==> src/rtl/activation_pkg.sv <==
// Shared types and sizes for the layer-3 ReLU activation block.
package activation_pkg;

    localparam int BITWIDTH = 32;
    localparam int NUM_ELEM = 10;

    typedef logic signed [BITWIDTH-1:0] act_t;
    typedef act_t act_vec_t [NUM_ELEM];

endpackage

==> src/rtl/relu_unit.sv <==
// Combinational single-element rectifier; negative inputs are clamped to zero,
// or scaled by 1/8 when ACT_LEAKY_RELU_EN is defined.
module relu_unit
    import activation_pkg::*;
(
    input  act_t i_val,
    output act_t o_val,
    output logic o_clamp
);

    logic w_neg;

    // Only the sign bit decides; no arithmetic on the positive path.
    assign w_neg   = i_val[BITWIDTH-1];
    assign o_clamp = w_neg;

`ifdef ACT_LEAKY_RELU_EN
    assign o_val = w_neg ? act_t'(i_val >>> 3) : i_val;
`else
    assign o_val = w_neg ? act_t'('0) : i_val;
`endif

endmodule

==> src/rtl/activation_layer_3.sv <==
// Registered element-wise ReLU for layer 3 (leaky variant under ACT_LEAKY_RELU_EN).
module activation_layer_3
    import activation_pkg::*;
(
    input  logic                clk,
    input  logic                rst_n,
    input  logic                in_valid,
    input  act_vec_t            featuremap,
    output logic                out_valid,
    output act_vec_t            featuremap_RELUed,
    output logic [NUM_ELEM-1:0] zero_mask
);

    act_vec_t            w_relu;
    logic [NUM_ELEM-1:0] w_clamp;

    act_vec_t            r_data;
    logic [NUM_ELEM-1:0] r_mask;
    logic                r_valid;

    for (genvar g = 0; g < NUM_ELEM; g++) begin : g_relu
        relu_unit u_relu (
            .i_val   (featuremap[g]),
            .o_val   (w_relu[g]),
            .o_clamp (w_clamp[g])
        );
    end

    // Handshake: a vector is taken on every rising edge with in_valid=1 (no ready,
    // no backpressure); out_valid pulses for exactly the cycle after each accept,
    // while data and mask hold their last result until the next accept.
    always_ff @(posedge clk or negedge rst_n) begin
        if (!rst_n) begin
            for (int i = 0; i < NUM_ELEM; i++) begin
                r_data[i] <= '0;
            end
            r_mask  <= '0;
            r_valid <= 1'b0;
        end else begin
            r_valid <= in_valid;
            if (in_valid) begin
                for (int i = 0; i < NUM_ELEM; i++) begin
                    r_data[i] <= w_relu[i];
                end
                r_mask <= w_clamp;
            end
        end
    end

    assign featuremap_RELUed = r_data;
    assign zero_mask         = r_mask;
    assign out_valid         = r_valid;

endmodule

==> config.mk <==
export PLATFORM = sky130hd
export DESIGN_NAME = activation_layer_3
export DESIGN_NICKNAME = d
export VERILOG_FILES = /design/src/rtl/activation_pkg.sv /design/src/rtl/relu_unit.sv /design/src/rtl/activation_layer_3.sv
export SDC_FILE = /design/constraint.sdc
export NUM_CORES = 1
export LEC_CHECK = 0
export BUFFER_PORTS_ARGS = -buffer_cell sky130_fd_sc_hd__buf_4
export CORE_AREA = 5 5 249 251
export CTS_BUF_LIST = sky130_fd_sc_hd__clkbuf_4 sky130_fd_sc_hd__clkbuf_8 sky130_fd_sc_hd__clkbuf_16
export DETAILED_ROUTE_END_ITERATION = 7
export DIE_AREA = 0 0 254 256
export GPL_TIMING_DRIVEN = 1
export PLACE_DENSITY = 0.51
export REMOVE_ABC_BUFFERS = 1
export SYNTH_ARGS = -nofsm -noshare
export SYNTH_HDL_FRONTEND = slang
export SYNTH_SLANG_ARGS = --single-unit
==> constraint.sdc <==
create_clock -name clk -period 0.8 [get_ports clk]
set_input_delay 0.16 -clock clk [delete_from_list [all_inputs] [get_ports clk]]
set_output_delay 0.16 -clock clk [all_outputs]
set_load 0.05 [all_outputs]
Yosys cells after proc, flatten, opt, wreduce, memory -nomap -nowiden
Index checks and enable logic that the tools add are counted.
- register bits after elaboration: 331
- mux-type cells: 10
- operators with widths (kind ; count):
    31-bit two-way mux ; 10

Depth between registers and ports, before layout
Gate-level depths: netlist of run 1.
- depth in word-level cells: 1
- depth in mapped cells: 6

Hierarchy
Synthesis of run 1 repeated with hierarchy kept, for this count alone.
- cells, all modules: 1068
- area, all modules: 16276.9 um^2
- by module, submodules not included (module ; times used ; cells each ; area each (um^2)):
    activation_layer_3 ; 1 ; 698 ; 13812.0
    relu_unit ; 10 ; 37 ; 246.5

Least setup slack after synthesis of run 1
Ideal clock, no wire load.
- path kind: input port to flip-flop
- from: in in_valid
- to: reg r_mask[8] (netlist: zero_mask[8])
- data arrival time: 0.918 ns
- path slack: -0.243 ns
- stages on the path: 5
- cells stage by stage: buf_6 > buf_6 > buf_6 > buf_6 > mux2_4
- RTL lines (element ; RTL line ; source):
    start, declared ; activation_layer_3.sv:7 ; input logic in_valid,
    end signal, assigned ; activation_layer_3.sv:45 ; r_mask <= w_clamp;
    end, declared ; activation_layer_3.sv:18 ; logic [NUM_ELEM-1:0] r_mask;
No word-level cell between the ends.

Worst setup path in the final report of run 1
- from: reg r_data (netlist bit featuremap_RELUed[172])
- to: out featuremap_RELUed[172] (netlist name)
- RTL lines (element ; RTL line ; source):
    start, declared ; activation_layer_3.sv:17 ; act_vec_t r_data;
    start signal, assigned by index ; activation_layer_3.sv:43 ; r_data[i] <= w_relu[i];
    end, declared ; activation_layer_3.sv:10 ; output act_vec_t featuremap_RELUed,
No word-level cell between the ends.

==> flow_summary.ini, run 1 <==
[outcome]
outcome = complete, but fails checks
violations = negative setup slack

[placed_design]
port-buffer-count = 643
placedCellCount = 2748
place_congestion = 0.827
dp_hpwl_mm = 38.6
post_dp_cell_area_sq_mm = 0.0197

[timing]
fmax_mhz = 753
post-route-worst-setup-slack_ps = -528
fin_skew_ps = 0
period_share_pct = 166
finalMaxSlewViolations = 0
hold_viol = 0
rsz0062_at_grt = yes
fin_tns_setup_ps = -143930
setup_violations = 341
period_minus_slack_ps = 1330
holdWs_ps = 70.8

[routing]
via_per_inst = 4.18
dr_total_vias = 13500
routed_wl_mm = 54.9
first_iter_violations = 552
wl_per_cell_microns = 16.9
route.detailed.drc = 0
first_pass_iters = 5
drt.antenna.violating_nets = 0

[synth]
synth-compound-area-share_pct = 11.6
ys_seq_area_share_pct = 58.6
yosys.area_share.simple_pct = 16.4
synth_top_family_by_area = simple AND/OR/NAND/NOR gates
synth_fa_ha_area_share_pct = 0
yosysUniqueCellTypes = 15
synthCells = 1351
synthXorXnorAreaFrac_pct = 0
ys_ff_latch = 321
syn-cell-area_sq_mm = 0.0137
yosys_warnings = 0
syn_area_per_cell_sq_um = 10.1
muxShareOfSynthArea_pct = 0.877

[worst_setup_path]
slowest_delay_ps = 440
critPathArrivalTime_ps = 1170
crit_start = featuremap_RELUed[172]
critical-path-slowest-cell = dfrtp_1
crit_family = flip-flops
required_ps = 640
cp-end-kind = output port
crit_fanout = 2
crit_type = flip-flop to output port
rr_startpoint = featuremap_RELUed[23]
cp_cell_sequence = buf_6
startpoint_type = flip-flop
worst-path-buf-inv = 1

[global_routing]
grt_use_total_pct = 15.9
antenna_found_initial = 3
grt_remaining_overflow = 0
grt_pass1_wl_mm = 82.7
grt_pass1_vias = 14400
grt_max_degree = 51

[floorplan]
die_w_microns = 254
die_y_microns = 256
ios = 654
die_area_sq_mm = 0.0650
num_rows = 90
start_util_pct = 23.0
core_sq_mm = 0.0597

[power_and_ir_drop]
swShare_pct = 31.7
power_density_mw_per_mm2 = 1940
p_clk_share_pct = 35.4
combinationalPowerShare_pct = 28.2
p_switching_w = 0.0162
power_frac_seq_pct = 36.4
p_leak_nw = 12.5
intPower_w = 0.0348
vdd_drop_max_mv = 1.29

[cts]
cts_tree = built
clk_latency_ps = 530
cts-root-buf = clkbuf_16
cts.sinks = 321
cts-buffers-inserted = 38
clkTransAtPathRegs_ps = 60
cts_buffer_depth = 3
htree_levels = 2

[cells_and_area]
syn_to_final_growth_pct = 92.1
fin_nets = 2750
final_common_cell = buf_4
instances_no_fill = 3239
utilization_pct = 44.1
final_cell_mix = buf_4 (465), buf_6 (337), dfrtp_1 (318)
layout-drive-gt1-share_pct = 37.5
final_cell_area_sq_mm = 0.0263

[run]
cap_violations = 0

[hold_path]
min_from = featuremap[31]
hp-class = input port to flip-flop
[layout make-up]
| class | instances | area [sq um] |
|---|---|---|
| fillers | 5589 | 33400 |
| repair buffers | 1136 | 10800 |
| flip-flops and latches | 321 | 8040 |
| multi-input cells | 630 | 4030 |
| clock buffers | 55 | 1160 |
| inverters | 300 | 1130 |
| well taps | 782 | 978 |
| clock inverters | 13 | 146 |
| diodes | 2 | 5.00 |
[cell usage after synthesis (all sizes together)]
library cell  count  area, sq um
dfrtp           321         8030
inv             300         1130
nand3b          299         2240
o21ai           299         1500
clkbuf           58          218
buf              51          358
a22o             11         96.3
mux2             10          120
conb              1         3.75
nor2b             1         6.26
[path summary, 6_finish.rpt]
check                      cells past startpoint  slack [ps]                endpoint
setup reg to reg                               2         -90   featuremap_RELUed[23]
hold / removal                                 3          70   featuremap_RELUed[27]
min in group asynchronous                      3         230            zero_mask[4]
hold reg to reg                                1         530            zero_mask[7]
setup / recovery                               1        -530  featuremap_RELUed[172]
max in group asynchronous                      4         130  featuremap_RELUed[310]
[kinds of logic (layout without fill, tap and decap cells)]
logic type / after synthesis / in the layout
mux: 10 / 10
flops: 321 / 321
buf+inv: 409 / 1504
compound gates: 310 / 310
simple gates: 300 / 300
other cells: 1 / 12
[per-stage QoR]
stage	power (W)	worst slack, ps
global placement	0.0301	-416
detailed placement	0.0302	-464
CTS	0.0513	-568
global route	0.0533	-578
floorplan	0.0245	-194
finish	0.0510	-528
[flip-flops by register name (all words and copies together), names as in the netlist]
register	cells
featuremap_RELUed	310
out_valid	1
zero_mask	10
[layer usage]
layer / track usage (%) / vias up / part of all wire [%]
li1: - / 6495 / -
met1: 18.6 / 6404 / 39
met2: 27.4 / 524 / 49
met3: 5.13 / 108 / 8.7
met4: 5.64 / 2 / 3.6
met5: 0 / - / 0.024
[power by group through the flow]
| stage | Combinational [W] | Sequential (W) | Clock (W) |
|---|---|---|---|
| floorplan | 0.00145 | 0.0231 | 0 |
| global placement | 0.0115 | 0.0186 | 0 |
| detailed placement | 0.0116 | 0.0186 | 0 |
| CTS | 0.0140 | 0.0186 | 0.0188 |
| global route | 0.0152 | 0.0187 | 0.0194 |
| finish | 0.0144 | 0.0186 | 0.0181 |
[what timing repair did]
| item | CTS | global route |
|---|---|---|
| hold buffers | 311 | 0 |
| hold endpoints to repair | 631 | 0 |
| buffers inserted | 52 | 65 |
| pin swaps | 5 | 6 |
| setup endpoints to repair | 321 | 359 |
| gates resized for setup | 327 | 71 |
Note: power is estimated with default switching activity, not from simulation.
==> run 2: changes to the inputs <==
- PLACE_DENSITY: 0.51 -> not set
==> flow_summary.ini, run 2 (synthesis results as in run 1) <==
[worst_setup_path]
critical-path-slowest-cell = dfrtp_2
cp_cell_sequence = buf_6
crit_fanout = 2
worst-path-stages = 1
cp-end-kind = output port
critPathArrivalTime_ps = 1150
crit_type = flip-flop to output port
worst-path-buf-inv = 1
crit_family = flip-flops
slowest_delay_ps = 460
startpoint_type = flip-flop
required_ps = 640
r2r_cells = 3

[placed_design]
dp_hpwl_mm = 35.8
post-place-ws_ps = -486
placedCellCount = 2747
post_dp_cell_area_sq_mm = 0.0197
port-buffer-count = 643
place_congestion = 0.830

[global_routing]
grt_pass1_vias = 14700
grt_use_total_pct = 15.7
grt_remaining_overflow = 0
grt_pass1_wl_mm = 82.8
antenna_found_initial = 4
grt_max_degree = 53

[routing]
first_iter_violations = 625
via_per_inst = 4.28
wl_per_cell_microns = 17.0
routed_wl_mm = 55.3
dr_total_vias = 13900
drt.antenna.violating_nets = 0
first_pass_iters = 7
route.detailed.drc = 0

[timing]
fmax_mhz = 762
rsz0062_at_grt = yes
hold_viol = 0
setup_violations = 339
finalMaxSlewViolations = 0
fin_skew_ps = 0
period_share_pct = 164
post-route-worst-setup-slack_ps = -512
period_minus_slack_ps = 1310

[floorplan]
die_w_microns = 254
start_util_pct = 23.0
core_sq_mm = 0.0597
die_y_microns = 256
num_rows = 90
die_area_sq_mm = 0.0650
ios = 654

[cells_and_area]
utilization_pct = 44.0
layout-drive-gt1-share_pct = 38.1
fill_cells = 5236
instances_no_fill = 3246
final_cell_area_sq_mm = 0.0263
final_common_cell = buf_4
syn_to_final_growth_pct = 91.7
seqCellArea_sq_mm = 0.00804
fin_nets = 2762
final_cell_mix = buf_4 (484), buf_6 (335), dfrtp_1 (314)
multi_input_area_sq_mm = 0.00403
largest_reg_flops = 310

[cts]
cts_tree = built
htree_levels = 2
cts-root-buf = clkbuf_16
cts-buffers-inserted = 37
clkTransAtPathRegs_ps = 60
cts.sinks = 321
cts_buffer_depth = 3
clk_latency_ps = 530

[run]
cap_violations = 0

[power_and_ir_drop]
swShare_pct = 32.1
p_clk_share_pct = 34.0
p_leak_nw = 12.4
power_density_mw_per_mm2 = 1910
intPower_w = 0.0340
vdd_drop_max_mv = 1.47
power_frac_seq_pct = 37.2
p_switching_w = 0.0161
combinationalPowerShare_pct = 28.8

[hold_path]
hold_depth = 3
hp-class = input port to flip-flop

[outcome]
violations = negative setup slack
outcome = complete, but fails checks
-- run 2: routing by layer --
| metal | track usage, % | vias up | wire length (microns) |
|---|---|---|---|
| met2 | 28.3 | 597 | 28400 |
| met4 | 4.91 | 2 | 1650 |
| li1 | - | 6493 | - |
| met5 | 0 | - | 13 |
| met3 | 4.17 | 103 | 4470 |
| met1 | 18.1 | 6714 | 20700 |
-- run 2: worst register-to-register path, cell delays in order (launching register included) --
cell,delay (ps)
dfrtp_1,410
buf_6,130
buf_6,100
a22o_1,200
-- run 2: per-stage QoR --
stage          TNS, ps  hold WS, ps  total power (W)
2_1_floorplan   -26820         -136           0.0245
3_3_place_gp    -70680          124           0.0299
3_5_place_dp    -81720          123           0.0300
4_1_cts        -156550         66.2           0.0499
5_1_grt        -160780         50.1           0.0521
6_report       -142280         69.4           0.0501
-- run 2: layout make-up --
type,count,share of cell area [%]
sequential,321,30.6
inverter,300,4.29
antenna,2,0.0191
tap,782,3.73
clock inverter,12,0.576
multi-input combinational,630,15.4
timing repair buffer,1149,41.4
clock buffer,50,4.02
-- run 2: worst paths after layout --
check / start / to / slack [ps]
max: featuremap_RELUed[169] / featuremap_RELUed[169] / -510
min: featuremap[31] / featuremap_RELUed[19] / 70
max reg2reg: featuremap_RELUed[26] / featuremap_RELUed[26] / -140
min reg2reg: zero_mask[2] / zero_mask[2] / 530
max in group asynchronous: rst_n / featuremap_RELUed[195] / 100
min in group asynchronous: rst_n / featuremap_RELUed[167] / 220
-- run 2: power by group through the flow --
stage | Combinational [W] | Clock, W | Sequential (W)
global placement | 0.0113 | 0 | 0.0186
detailed placement | 0.0114 | 0 | 0.0186
finish | 0.0144 | 0.0170 | 0.0186
floorplan | 0.00145 | 0 | 0.0231
CTS | 0.0138 | 0.0175 | 0.0186
global route | 0.0152 | 0.0182 | 0.0187
-- run 2: repair_timing --
| action | in CTS | in global routing |
|---|---|---|
| pin swaps | 4 | 4 |
| endpoints found under the hold margin | 631 | 0 |
| buffers inserted | 41 | 87 |
| endpoints found under the setup margin | 321 | 347 |
| resized for setup | 328 | 79 |
| hold buffers | 312 | 0 |
